[src/rtl/snn_pkg.sv]
// Shared constants and types for the SNN input-frame loader.
package snn_pkg;

  localparam int         NUM_INPUT    = 784;
  localparam int         INPUT_ADDR_W = 10;
  localparam logic [7:0] ASCII_ZERO   = 8'h30;

  typedef enum logic [2:0] {
    RX_WAIT   = 3'd0,
    WRITE     = 3'd1,
    START     = 3'd2,
    WAIT_DONE = 3'd3,
    TX_REQ    = 3'd4
  } loader_state_t;

  // Converts a 4-bit class index to its printable character.
  function automatic logic [7:0] digit_to_ascii(input logic [7:0] base,
                                                input logic [3:0] d);
    return base + {4'b0000, d};
  endfunction

endpackage

[src/rtl/byte_unpacker.sv]
// Serialises one captured byte LSB-first into consecutive 1-bit RAM writes
// and tracks the frame write address.
module byte_unpacker
  import snn_pkg::*;
#(
  parameter int NUM_BITS = NUM_INPUT,
  parameter int ADDR_W   = INPUT_ADDR_W
) (
  input  logic              clk,
  input  logic              rst_n,
  input  logic              clr_addr,
  input  logic              load,
  input  logic [7:0]        load_data,
  input  logic              wr_en,
  output logic              ram_we,
  output logic [ADDR_W-1:0] ram_addr,
  output logic              ram_d,
  output logic              byte_done,
  output logic              frame_done
);

  localparam logic [ADDR_W-1:0] LAST_ADDR = ADDR_W'(NUM_BITS - 1);

  logic [7:0]        shift_q, shift_d;
  logic [2:0]        bit_cnt_q, bit_cnt_d;
  logic [ADDR_W-1:0] waddr_q, waddr_d;

  assign ram_we     = wr_en;
  assign ram_addr   = waddr_q;
  assign ram_d      = shift_q[0];
  assign byte_done  = wr_en && (bit_cnt_q == 3'd7);
  assign frame_done = byte_done && (waddr_q == LAST_ADDR);

  // Next-state for shift register, bit counter and address; the address
  // only wraps to 0 on the final bit of a frame.
  always_comb begin
    shift_d   = shift_q;
    bit_cnt_d = bit_cnt_q;
    waddr_d   = waddr_q;
    if (clr_addr) begin
      shift_d   = 8'h00;
      bit_cnt_d = 3'd0;
      waddr_d   = '0;
    end else if (load) begin
      shift_d   = load_data;
      bit_cnt_d = 3'd0;
    end else if (wr_en) begin
      shift_d   = {1'b0, shift_q[7:1]};
      bit_cnt_d = bit_cnt_q + 3'd1;
      waddr_d   = frame_done ? '0 : waddr_q + 1'b1;
    end
  end

  // Datapath registers.
  always_ff @(posedge clk or negedge rst_n) begin
    if (!rst_n) begin
      shift_q   <= 8'h00;
      bit_cnt_q <= 3'd0;
      waddr_q   <= '0;
    end else begin
      shift_q   <= shift_d;
      bit_cnt_q <= bit_cnt_d;
      waddr_q   <= waddr_d;
    end
  end

endmodule

[src/rtl/snn_frame_loader.sv]
// Writer side of the SNN input-unit RAM: unpacks received bytes into pixels,
// kicks the core once a frame is complete and forwards the result to the UART.
//
//   state     | meaning
//   ----------+-------------------------------------------------------
//   RX_WAIT   | idle, waiting for the next received byte
//   WRITE     | 8 cycles writing the captured byte, one bit per cycle
//   START     | one-cycle start pulse to the core (core owns the RAM)
//   WAIT_DONE | core running, waiting for its done strobe
//   TX_REQ    | waiting for the transmitter to accept the ASCII digit
module snn_frame_loader
  import snn_pkg::*;
#(
  parameter int         NUM_BITS   = NUM_INPUT,
  parameter int         ADDR_W     = INPUT_ADDR_W,
  parameter logic [7:0] ASCII_BASE = ASCII_ZERO
) (
  input  logic              clk,
  input  logic              rst_n,
  input  logic              clr,
  input  logic              rx_rdy,
  input  logic [7:0]        rx_data,
  output logic              ram_we,
  output logic [ADDR_W-1:0] ram_addr,
  output logic              ram_d,
  output logic              core_phase,
  output logic              snn_start,
  input  logic              snn_done,
  input  logic [3:0]        snn_digit,
  input  logic              tx_busy,
  output logic              tx_start,
  output logic [7:0]        tx_data,
  output logic [3:0]        digit,
  output logic              ovr
);

  loader_state_t state_q, state_d;
  logic [3:0]    digit_q, digit_d;
  logic [7:0]    tx_data_q, tx_data_d;
  logic          ovr_q, ovr_d;

  logic load;
  logic wr_en;
  logic byte_done;
  logic frame_done;

  byte_unpacker #(
    .NUM_BITS (NUM_BITS),
    .ADDR_W   (ADDR_W)
  ) u_unpacker (
    .clk        (clk),
    .rst_n      (rst_n),
    .clr_addr   (clr),
    .load       (load),
    .load_data  (rx_data),
    .wr_en      (wr_en),
    .ram_we     (ram_we),
    .ram_addr   (ram_addr),
    .ram_d      (ram_d),
    .byte_done  (byte_done),
    .frame_done (frame_done)
  );

  assign digit   = digit_q;
  assign tx_data = tx_data_q;
  assign ovr     = ovr_q;

  // Next-state and strobes; clr abandons everything but keeps the last result.
  always_comb begin
    state_d    = state_q;
    digit_d    = digit_q;
    tx_data_d  = tx_data_q;
    ovr_d      = 1'b0;
    load       = 1'b0;
    wr_en      = 1'b0;
    snn_start  = 1'b0;
    core_phase = 1'b0;
    tx_start   = 1'b0;
    if (clr) begin
      state_d = RX_WAIT;
    end else begin
      // Only RX_WAIT can accept a byte; anything else is dropped and flagged.
      ovr_d = rx_rdy && (state_q != RX_WAIT);
      unique case (state_q)
        RX_WAIT: begin
          if (rx_rdy) begin
            load    = 1'b1;
            state_d = WRITE;
          end
        end
        WRITE: begin
          wr_en = 1'b1;
          if (byte_done) begin
            state_d = frame_done ? START : RX_WAIT;
          end
        end
        START: begin
          snn_start  = 1'b1;
          core_phase = 1'b1;
          state_d    = WAIT_DONE;
        end
        WAIT_DONE: begin
          core_phase = 1'b1;
          if (snn_done) begin
            digit_d   = snn_digit;
            tx_data_d = digit_to_ascii(ASCII_BASE, snn_digit);
            state_d   = TX_REQ;
          end
        end
        TX_REQ: begin
          if (!tx_busy) begin
            tx_start = 1'b1;
            state_d  = RX_WAIT;
          end
        end
        default: state_d = RX_WAIT;
      endcase
    end
  end

  // State, result and overrun registers.
  always_ff @(posedge clk or negedge rst_n) begin
    if (!rst_n) begin
      state_q   <= RX_WAIT;
      digit_q   <= 4'd0;
      tx_data_q <= 8'h00;
      ovr_q     <= 1'b0;
    end else begin
      state_q   <= state_d;
      digit_q   <= digit_d;
      tx_data_q <= tx_data_d;
      ovr_q     <= ovr_d;
    end
  end

endmodule

[config.mk]
export PLATFORM = sky130hd
export DESIGN_NAME = snn_frame_loader
export DESIGN_NICKNAME = d
export VERILOG_FILES = /design/src/rtl/snn_pkg.sv /design/src/rtl/byte_unpacker.sv /design/src/rtl/snn_frame_loader.sv
export SDC_FILE = /design/constraint.sdc
export NUM_CORES = 1
export LEC_CHECK = 0
export ABC_AREA = 1
export CORE_MARGIN = 2
export CORE_UTILIZATION = 47
export CTS_CLUSTER_DIAMETER = 80
export DETAILED_ROUTE_END_ITERATION = 8
export GPL_TIMING_DRIVEN = 1
export PLACE_DENSITY = 0.79
export SYNTH_ARGS = -nofsm -noshare
export SYNTH_HDL_FRONTEND = slang
export SYNTH_SLANG_ARGS = --single-unit
[constraint.sdc]
create_clock -name clk -period 1.5 [get_ports clk]
set_input_delay 0.375 -clock clk [delete_from_list [all_inputs] [get_ports clk]]
set_output_delay 0.375 -clock clk [all_outputs]
set_load 0.02 [all_outputs]
# Yosys cells after proc, flatten, opt, wreduce, memory -nomap -nowiden
# Index checks and enable logic that the tools add are counted.
[totals] reg_bits=37 inputBits=18 output_inout_bits=28 elab_cells=63
[classes] n_mux=30 n_bitwise=1 n_reduce_logical=11 n_eq_ne=11 n_addsub=3
[ops] cell="two-way mux 10 bit" n=4
[ops] cell="two-way mux 3 bit" n=8
[ops] cell="two-way mux 8 bit" n=3
[ops] cell="one-hot mux 3 bit (5 select lines)" n=1
[ops] cell="two-way mux 1 bit" n=13
[ops] cell="adder 10 x 1 -> 10 bit (second input constant)" n=1
[ops] cell="== test 10 bit (second input constant)" n=1
[ops] cell="inequality test 3 bit (second input constant)" n=3
[ops] cell="adder 6 x 4 -> 7 bit (first input constant)" n=1
[ops] cell="== test 3 x 2 -> 1 bit (second input constant)" n=2
[ops] cell="== test 3 bit (second input constant)" n=2
[ops] cell="nonzero test 3 bit" n=2
[ops] cell="AND reduction 4 bit" n=1
[ops] cell="adder 3 x 1 -> 3 bit (second input constant)" n=1
[ops] cell="== test 3 x 1 -> 1 bit (second input constant)" n=1
[ops] cell="logical AND 1 bit" n=3
[ops] cell="zero test 3 bit" n=1
[ops] cell="inequality test 3 x 2 -> 1 bit (second input constant)" n=1
[ops] cell="AND reduction 3 bit" n=1
[ops] cell="two-way mux 2 bit" n=1
[ops] cell="inequality test 2 bit (second input constant)" n=1
[ops] cell="AND reduction 2 bit" n=1
[ops] cell="nonzero test 2 bit" n=1
[ops] cell="OR reduction 2 bit" n=1
[ops] cell="inverter 1 bit" n=1

# Depth between registers and ports, before layout
# Gate-level depths: netlist of run 1.
[depth] ltp_word=9 ltp_mapped=8 depth_no_buf=8

# Cells and area by module
# A second synthesis of run 1 with hierarchy kept.
[hier_totals] cells_unflattened=223 hier_area_um2=1724.2
[by_module_without_submodules] module="byte_unpacker" cells_each=150 area_each_um2=1161.1 seq_area_each_um2=525.5 n_inst=1
[by_module_without_submodules] module="snn_frame_loader" cells_each=73 area_each_um2=563.0 seq_area_each_um2=225.2 n_inst=1

# Worst setup path after synthesis of run 1
# OpenSTA, ideal clock, no wires.
[synth_path] path_kind="register to output" startpoint="register state_q[0]" endpoint="output tx_start" arrival_time_ps=1063 t_required_ps=1125 path_buffers=0 stages_incl_launch_ff=4 slack_ps=62 path_cell_list="dfrtp_1 nor2_1 nand2_1 nor3_1"
[synth_between] elab_chain_len=3
[synth_lines] element="start, declared" line_no="snn_frame_loader.sv:37" rtl="loader_state_t state_q, state_d;"
[synth_lines] element="start signal, assigned" line_no="snn_frame_loader.sv:129" rtl="state_q <= state_d;"
[synth_lines] element="== test 3 bit" line_no="snn_frame_loader.sv:84" rtl="unique case (state_q)"
[synth_lines] element="two-way mux 1 bit" line_no="snn_frame_loader.sv:84"
[synth_lines] element="two-way mux 1 bit" line_no="snn_frame_loader.sv:79" rtl="if (clr) begin"
[synth_lines] element="end, declared" line_no="snn_frame_loader.sv:31" rtl="output logic tx_start,"
# Every way passes these cells.

# Worst setup path after layout of run 1
[layout_path] startpoint="register state_q[0]" endpoint="output snn_start"
[layout_between] elab_chain_len=3
[layout_lines] element="== test 3 x 2 -> 1 bit" line_no="snn_frame_loader.sv:84"
[layout_lines] element="two-way mux 1 bit" line_no="snn_frame_loader.sv:84"
[layout_lines] element="two-way mux 1 bit" line_no="snn_frame_loader.sv:79"
[layout_lines] element="end, declared" line_no="snn_frame_loader.sv:27" rtl="output logic snn_start,"
# Every way passes these cells.

==> key figures, run 1 <==
GRT
  • Initial antenna violation count: 0
  • First-pass GRT wire length: between 6000 and 7000 µm
  • Vias in the first global route: around 1400
  • Largest net degree at the start of global routing: 31
  • Overall Global Routing Usage: 0.203
  • Total gr overflow: 0

Drt
  • Wirelength, routed: 3840 µm
  • Vias: 1569
  • Drt initial violations: about 100
  • Post-route DRC: 0
  • WL/cell: between 10 and 15 µm
  • Post-route antenna net violation count: 0
  • Vias/cell: approximately 4.8
  • DRT Pass-1 Iters: 4

Timing
  • Fin. Hold Viols: 0
  • Setup violations, final: 4
  • Fin. max-slew vios: 0
  • Fin crit share: 1.11
  • Worst setup margin: -159 ps
  • RSZ-0062 raised after global routing: yes
  • Worst hold slack: 405 ps
  • Max frequency: ~600 MHz
  • Final min period: 1660 ps
  • Clock skew: 5.23 ps

Synth
  • Post-synthesis compound-gate area fraction: 0.0439
  • Post-Synth Adder-Cell Area: 0.0231
  • Post-synthesis mux area share: 0
  • Synth async-reset ratio: 1.00
  • Avg Cell Area, Syn: between 7 and 8 µm²
  • Post-synthesis simple-gate area fraction: 0.359
  • Primary FF master, synth: dfrtp_1
  • Cell Area, Synth: 0.00163 mm²
  • EDFF count, synth: 0
  • Flop and latch count out of synthesis: 30
  • Largest family of logic cells by synthesized area: simple AND/OR/NAND/NOR gates
  • Synth Warn #: 0
  • Post-synthesis sequential area ratio: 0.462
  • Netlist cell types: 23
  • Synth Area in XOR/XNOR: 0.0108
  • Synth Instances: 208

Floorplanning
  • # rows: 21
  • Die area: approximately 0.004 mm²
  • I/O pins: 46
  • Core ar.: about 0.0033 mm²
  • Horiz. Die Dim: 62.8 µm
  • Initial Util: 0.487
  • Die Ht: about 63 µm

Worst setup path
  • Flop2flop setup slack: around 30 ps
  • WP data required: 1120 ps
  • Critical Path AT: around 1300 ps
  • Setup CP Type: reg2out
  • Setup crit end kind: primary output
  • CP Launch Point: state_q[0]$_DFFE_PN0P_
  • Crit path max fanout: 3
  • CP Launch Type: register
  • R2R Path End: u_unpacker.shift_q[6]$_DFFE_PN0P_
  • Worst Setup EP: snn_start
  • R2R Path Start: state_q[0]$_DFFE_PN0P_
  • FF-to-FF path depth: 9

Finish
  • Cell area after layout: between 0.002 and 0.0025 mm²
  • Post-route core utilization: 0.699
  • Layout Nets: roughly 300
  • Synth-to-Final Area Change: 43.6%
  • Fillers: 292
  • Layout cells sized above 1: 0.206
  • Ant diodes: 0

Clock tree
  • H-tree Lvls: 2
  • CTS clk-pin slew, worst paths: about 90 ps
  • CTS tree: done
  • Root Driver: clkbuf_4
  • CTS max path bufs: 2
  • Total CTS buffers: 5
  • Worst skew pair latency: 320 ps
  • TritonCTS Sinks: 30

Place
  • DP HPWL: 2720 µm
  • Gpl congestion: ~0.88
  • IO Port Bufs: 43
  • Dpl cell area: between 0.002 and 0.0025 mm²
  • Pre-CTS WS: -692 ps

Worst hold path
  • Worst hold path class: in2async

Pwr
  • Tot Pwr: 1.82 mW
  • Static Leak: approximately 1.3 nW
  • Peak VDD IR: around 560 µV
  • Power Dens Cells: between 700 and 800 mW/mm²

Run status
  • Failing checks: setup timing
  • Status: finished, violations left

Job
  • Max Cap Viol: 0
==> cells by family (layout without fill, tap and decap cells) <==
family / Yosys count / in the layout
compound gates: 13 / 13
xor+xnor: 2 / 2
other cells: 1 / 2
flops: 30 / 30
buf+inv: 31 / 103
fa+ha+maj: 3 / 3
simple gates: 128 / 128
==> per-stage QoR <==
stage	setup TNS, ps	instances
final	-489	327
after global routing	-1290	327
after CTS	-490	322
after detailed placement	-8360	314
after global placement	-8070	314
after floorplan	0	209
==> worst max-delay path: stages, from the launching register on <==
cell	delay (ps)
dfrtp_1	420
buf_6	140
nor2_4	90
nand2_2	70
nor2_2	110
buf_6	120
==> report_power, final <==
group | total (mW) | switching (mW) | internal, mW
Clock | 0.431 | 0.255 | 0.176
Sequential | 0.906 | 0.0389 | 0.868
Combinational | 0.482 | 0.253 | 0.229
Total | 1.82 | 0.547 | 1.27
==> layout make-up <==
class	count	area (µm²)	share of cell area
timing repair buffer	75	661	0.283
inverter	21	78.8	0.0338
multi-input combinational	148	739	0.317
sequential	30	752	0.322
clock buffer	7	45.0	0.0193
tap	46	57.6	0.0247
==> worst min path at each step <==
stage	start	to	cells past startpoint	slack, ps
after detailed placement	u_unpacker.shift_q[7]$_DFFE_PN0P_	u_unpacker.shift_q[7]$_DFFE_PN0P_	2	460
after global placement	u_unpacker.shift_q[7]$_DFFE_PN0P_	u_unpacker.shift_q[7]$_DFFE_PN0P_	2	460
after floorplan	rst_n	digit[0]$_DFFE_PN0P_	0	80
after global routing	rst_n	ovr$_DFF_PN0_	2	420
final	rst_n	u_unpacker.ram_addr[7]$_DFFE_PN0P_	2	400
after CTS	rst_n	u_unpacker.ram_addr[6]$_DFFE_PN0P_	2	410
==> registers in the layout, indices dropped and copies added, names as in the netlist <==
signal                count
u_unpacker.bit_cnt_q      3
ovr                       1
u_unpacker.shift_q        8
state_q                   3
u_unpacker.ram_addr      10
digit                     3
tx_data                   2
==> synthesized netlist by cell type (2+ instances only) <==
cell,count,area share
nand2_1,65,0.15
dfrtp_1,30,0.46
nand3_1,30,0.092
nor2_1,19,0.044
inv_1,18,0.042
buf_4,8,0.037
o21ai_0,8,0.025
nand4_1,4,0.015
ha_1,3,0.023
inv_2,3,0.0069
a21oi_1,2,0.0062
buf_6,2,0.014
nand2_2,2,0.0077
nand3_2,2,0.012
nor2_4,2,0.014
nor3_1,2,0.0062
xor2_1,2,0.011
==> layout by cell type, fill, tap and decap left out, drive strengths merged <==
master / instances
o21bai: 1
nor3: 3
nand4: 4
clkdlybuf4s15: 1
dfrtp: 30
nor2: 21
o22ai: 1
xor2: 2
a21oi: 2
a21o: 1
clkbuf: 7
ha: 3
conb: 2
dlygate4sd2: 22
o21ai: 8
nand3: 32
buf: 36
inv: 21
clkdlybuf4s50: 16
nand2: 68
==> layer usage <==
layer / part of all wire / up-vias / global-route usage / routed length, µm
met5: 0 / - / 0 / 0
met4: 0.011 / 0 / 0.0944 / 43
met3: 0.042 / 4 / 0.0486 / 160
met2: 0.50 / 38 / 0.319 / 1920
met1: 0.45 / 724 / 0.266 / 1710
li1: - / 803 / - / -
==> what timing repair did <==
action                                  CTS  global route
resized for setup                        43            10
hold buffers                              0             0
buffers inserted                          1             5
pin swaps                                 3             9
endpoints found under the setup margin   26             7
Note: power is estimated with default switching activity, not from simulation.
==> run 2, diff against run 1 <==
==> constraint.sdc (replaced) <==
create_clock -name clk -period 1.5 [get_ports clk]
set_input_delay 0.225 -clock clk [delete_from_list [all_inputs] [get_ports clk]]
set_output_delay 0.225 -clock clk [all_outputs]
set_load 0.02 [all_outputs]
==> key figures, run 2 (synthesis results as in run 1) <==
Drt
  • DRT Pass-1 Iters: 4 (unchanged)
  • Post-route antenna net violation count: 0 (unchanged)
  • Vias: 1625 (+3.6%)
  • WL/cell: 12.9 µm (+10%)
  • Drt initial violations: 135 (+30%)
  • Post-route DRC: 0 (unchanged)
  • Wirelength, routed: 4210 µm (+9.6%)
  • Vias/cell: 5.00 (+4.2%)

Timing
  • Clock skew: 18.3 ps (+13.1 ps)
  • Fin. Hold Viols: 0 (unchanged)
  • Fin. max-slew vios: 0 (unchanged)
  • Worst setup margin: -14.4 ps (+144 ps)
  • Setup violations, final: 2 (-2)
  • Max frequency: 660 MHz (+9.5%)
  • Final min period: 1510 ps (-144 ps)
  • Worst hold slack: 250 ps (-155 ps)
  • RSZ-0062 raised after global routing: yes
  • Fin crit share: 1.01 (-0.0961)

Worst setup path
  • R2R Path End: u_unpacker.shift_q[3]$_DFFE_PN0P_
  • CP Launch Point: state_q[2]$_DFFE_PN0P_
  • R2R Path Start: state_q[1]$_DFFE_PN0P_
  • Setup CP Type: reg2out
  • Crit path max fanout: 5 (+2)
  • Critical Path AT: 1290 ps (about the same)
  • WP data required: 1270 ps (+150 ps)
  • Flop2flop setup slack: 20 ps (about the same)
  • CP Launch Type: register
  • FF-to-FF path depth: 8 (-1)
  • Setup crit end kind: primary output

Pwr
  • Logic pwr share: 0.255 (-0.010)
  • Tot Pwr: 1.93 mW (+5.9%)
  • Static Leak: 1.27 nW (about the same)
  • Peak VDD IR: 590 µV (+5.4%)
  • P_int: 1.32 mW (+3.6%)
  • Psw: 0.609 mW (+11%)
  • Net Sw Frac: 0.316 (+0.0152)
  • Register share of total power: 0.476 (-0.022)
  • Power Dens Cells: 811 mW/mm² (+4.0%)
  • Clk pwr share: 0.269 (+0.032)

Floorplanning
  • # rows: 21 (unchanged)
  • Horiz. Die Dim: 62.8 µm (unchanged)
  • Core ar.: 0.00334 mm² (unchanged)
  • I/O pins: 46 (unchanged)
  • Die area: 0.00394 mm² (unchanged)
  • Die Ht: 62.8 µm (unchanged)
  • Initial Util: 0.487 (unchanged)

GRT
  • Largest net degree at the start of global routing: 31 (unchanged)
  • Vias in the first global route: 1431 (-0.21%)
  • Total gr overflow: 0 (unchanged)
  • Overall Global Routing Usage: 0.214 (+0.0109)
  • Initial antenna violation count: 0 (unchanged)
  • First-pass GRT wire length: 6580 µm (+5.2%)

Finish
  • Ant diodes: 0 (unchanged)
  • Most frequent cells in the layout: nand2_1, nand3_1, dfrtp_1
  • Multi-input logic area: 808 µm² (+9.3%)
  • Post-route core utilization: 0.712 (+0.0131)
  • Fin cells: 325 (-0.61%)
  • Layout Nets: 299 (-0.99%)
  • Most common cell after layout, fill and taps aside: nand2_1
  • Max reg flops: 10 (unchanged)
  • Synth-to-Final Area Change: 46.3%
  • Storage cell area: 753 µm² (+0.17%)
  • Layout cells sized above 1: 0.237 (+0.0302)
  • Fillers: 272 (-6.8%)

Clock tree
  • CTS tree: done
  • CTS clk-pin slew, worst paths: 110 ps (+20 ps)
  • H-tree Lvls: 2 (unchanged)
  • CTS max path bufs: 2 (unchanged)
  • Worst skew pair latency: 350 ps (+30 ps)
  • Total CTS buffers: 5 (unchanged)
  • Hold Buf Count CTS: 0 (unchanged)
  • Root Driver: clkbuf_4
  • TritonCTS Sinks: 30 (unchanged)

Place
  • Gpl congestion: 0.936 (+6.0%)
  • IO Port Bufs: 43 (unchanged)
  • DP HPWL: 2710 µm (-0.28%)
  • Placed cell count: 309 (-1.6%)

Worst hold path
  • Worst hold path class: in2async

Run status
  • Failing checks: setup timing
  • Status: finished, violations left

Job
  • Max Cap Viol: 0 (unchanged)
## run 2: worst max path at each step
stage | to | slack [ps] | cells after the start
3_5_place_dp | ram_we | -380 | 5
2_1_floorplan | tx_start | 210 | 3
4_1_cts | ram_we | -130 | 4
6_report | ram_we | -10 | 4
3_3_place_gp | ram_we | -380 | 5
5_1_grt | snn_start | -70 | 4
## run 2: critical path, cell delays in order, from the launching register on
cell and delay (ps):
dfrtp_2 490, nor2_4 140, nand3_2 120, inv_2 90
buf_6 110
## run 2: what timing repair did
item / 4_1_cts / 5_1_grt
setup endpoints to repair: 26 / 21
gates resized for setup: 41 / 28
cloned: 0 / 2
pin swaps: 0 / 11
buffers inserted: 3 / 3
## run 2: stage by stage
step           setup WS (ps)  area (µm²)  setup TNS (ps)
5_1_grt                -71.9        2380            -546
3_5_place_dp            -385        2190           -2400
6_report               -14.4        2380           -16.8
4_1_cts                 -131        2240            -155
2_1_floorplan            212        1630               0
3_3_place_gp            -381        2190           -2360
## run 2: power by group through the flow
stage | combinational [mW] | sequential (mW) | clock, mW
6_report | 0.492 | 0.917 | 0.518
5_1_grt | 0.540 | 0.927 | 0.573
4_1_cts | 0.405 | 0.911 | 0.522
3_5_place_dp | 0.423 | 0.928 | 0
3_3_place_gp | 0.421 | 0.926 | 0
2_1_floorplan | 0.204 | 0.950 | 0
## run 2: layout make-up
cell class,instances,share of cell area
flip-flops and latches,30,0.317
multi-input cells,150,0.340
inverters,21,0.0332
clock buffers,7,0.0232
repair buffers,70,0.261
clock inverters,1,0.00211
well taps,46,0.0242
## run 2: layer usage
metal	global-route usage	share of wire
met3	0.0595	0.052
met4	0.0917	0.023
met2	0.345	0.49
met5	0	0
met1	0.269	0.43
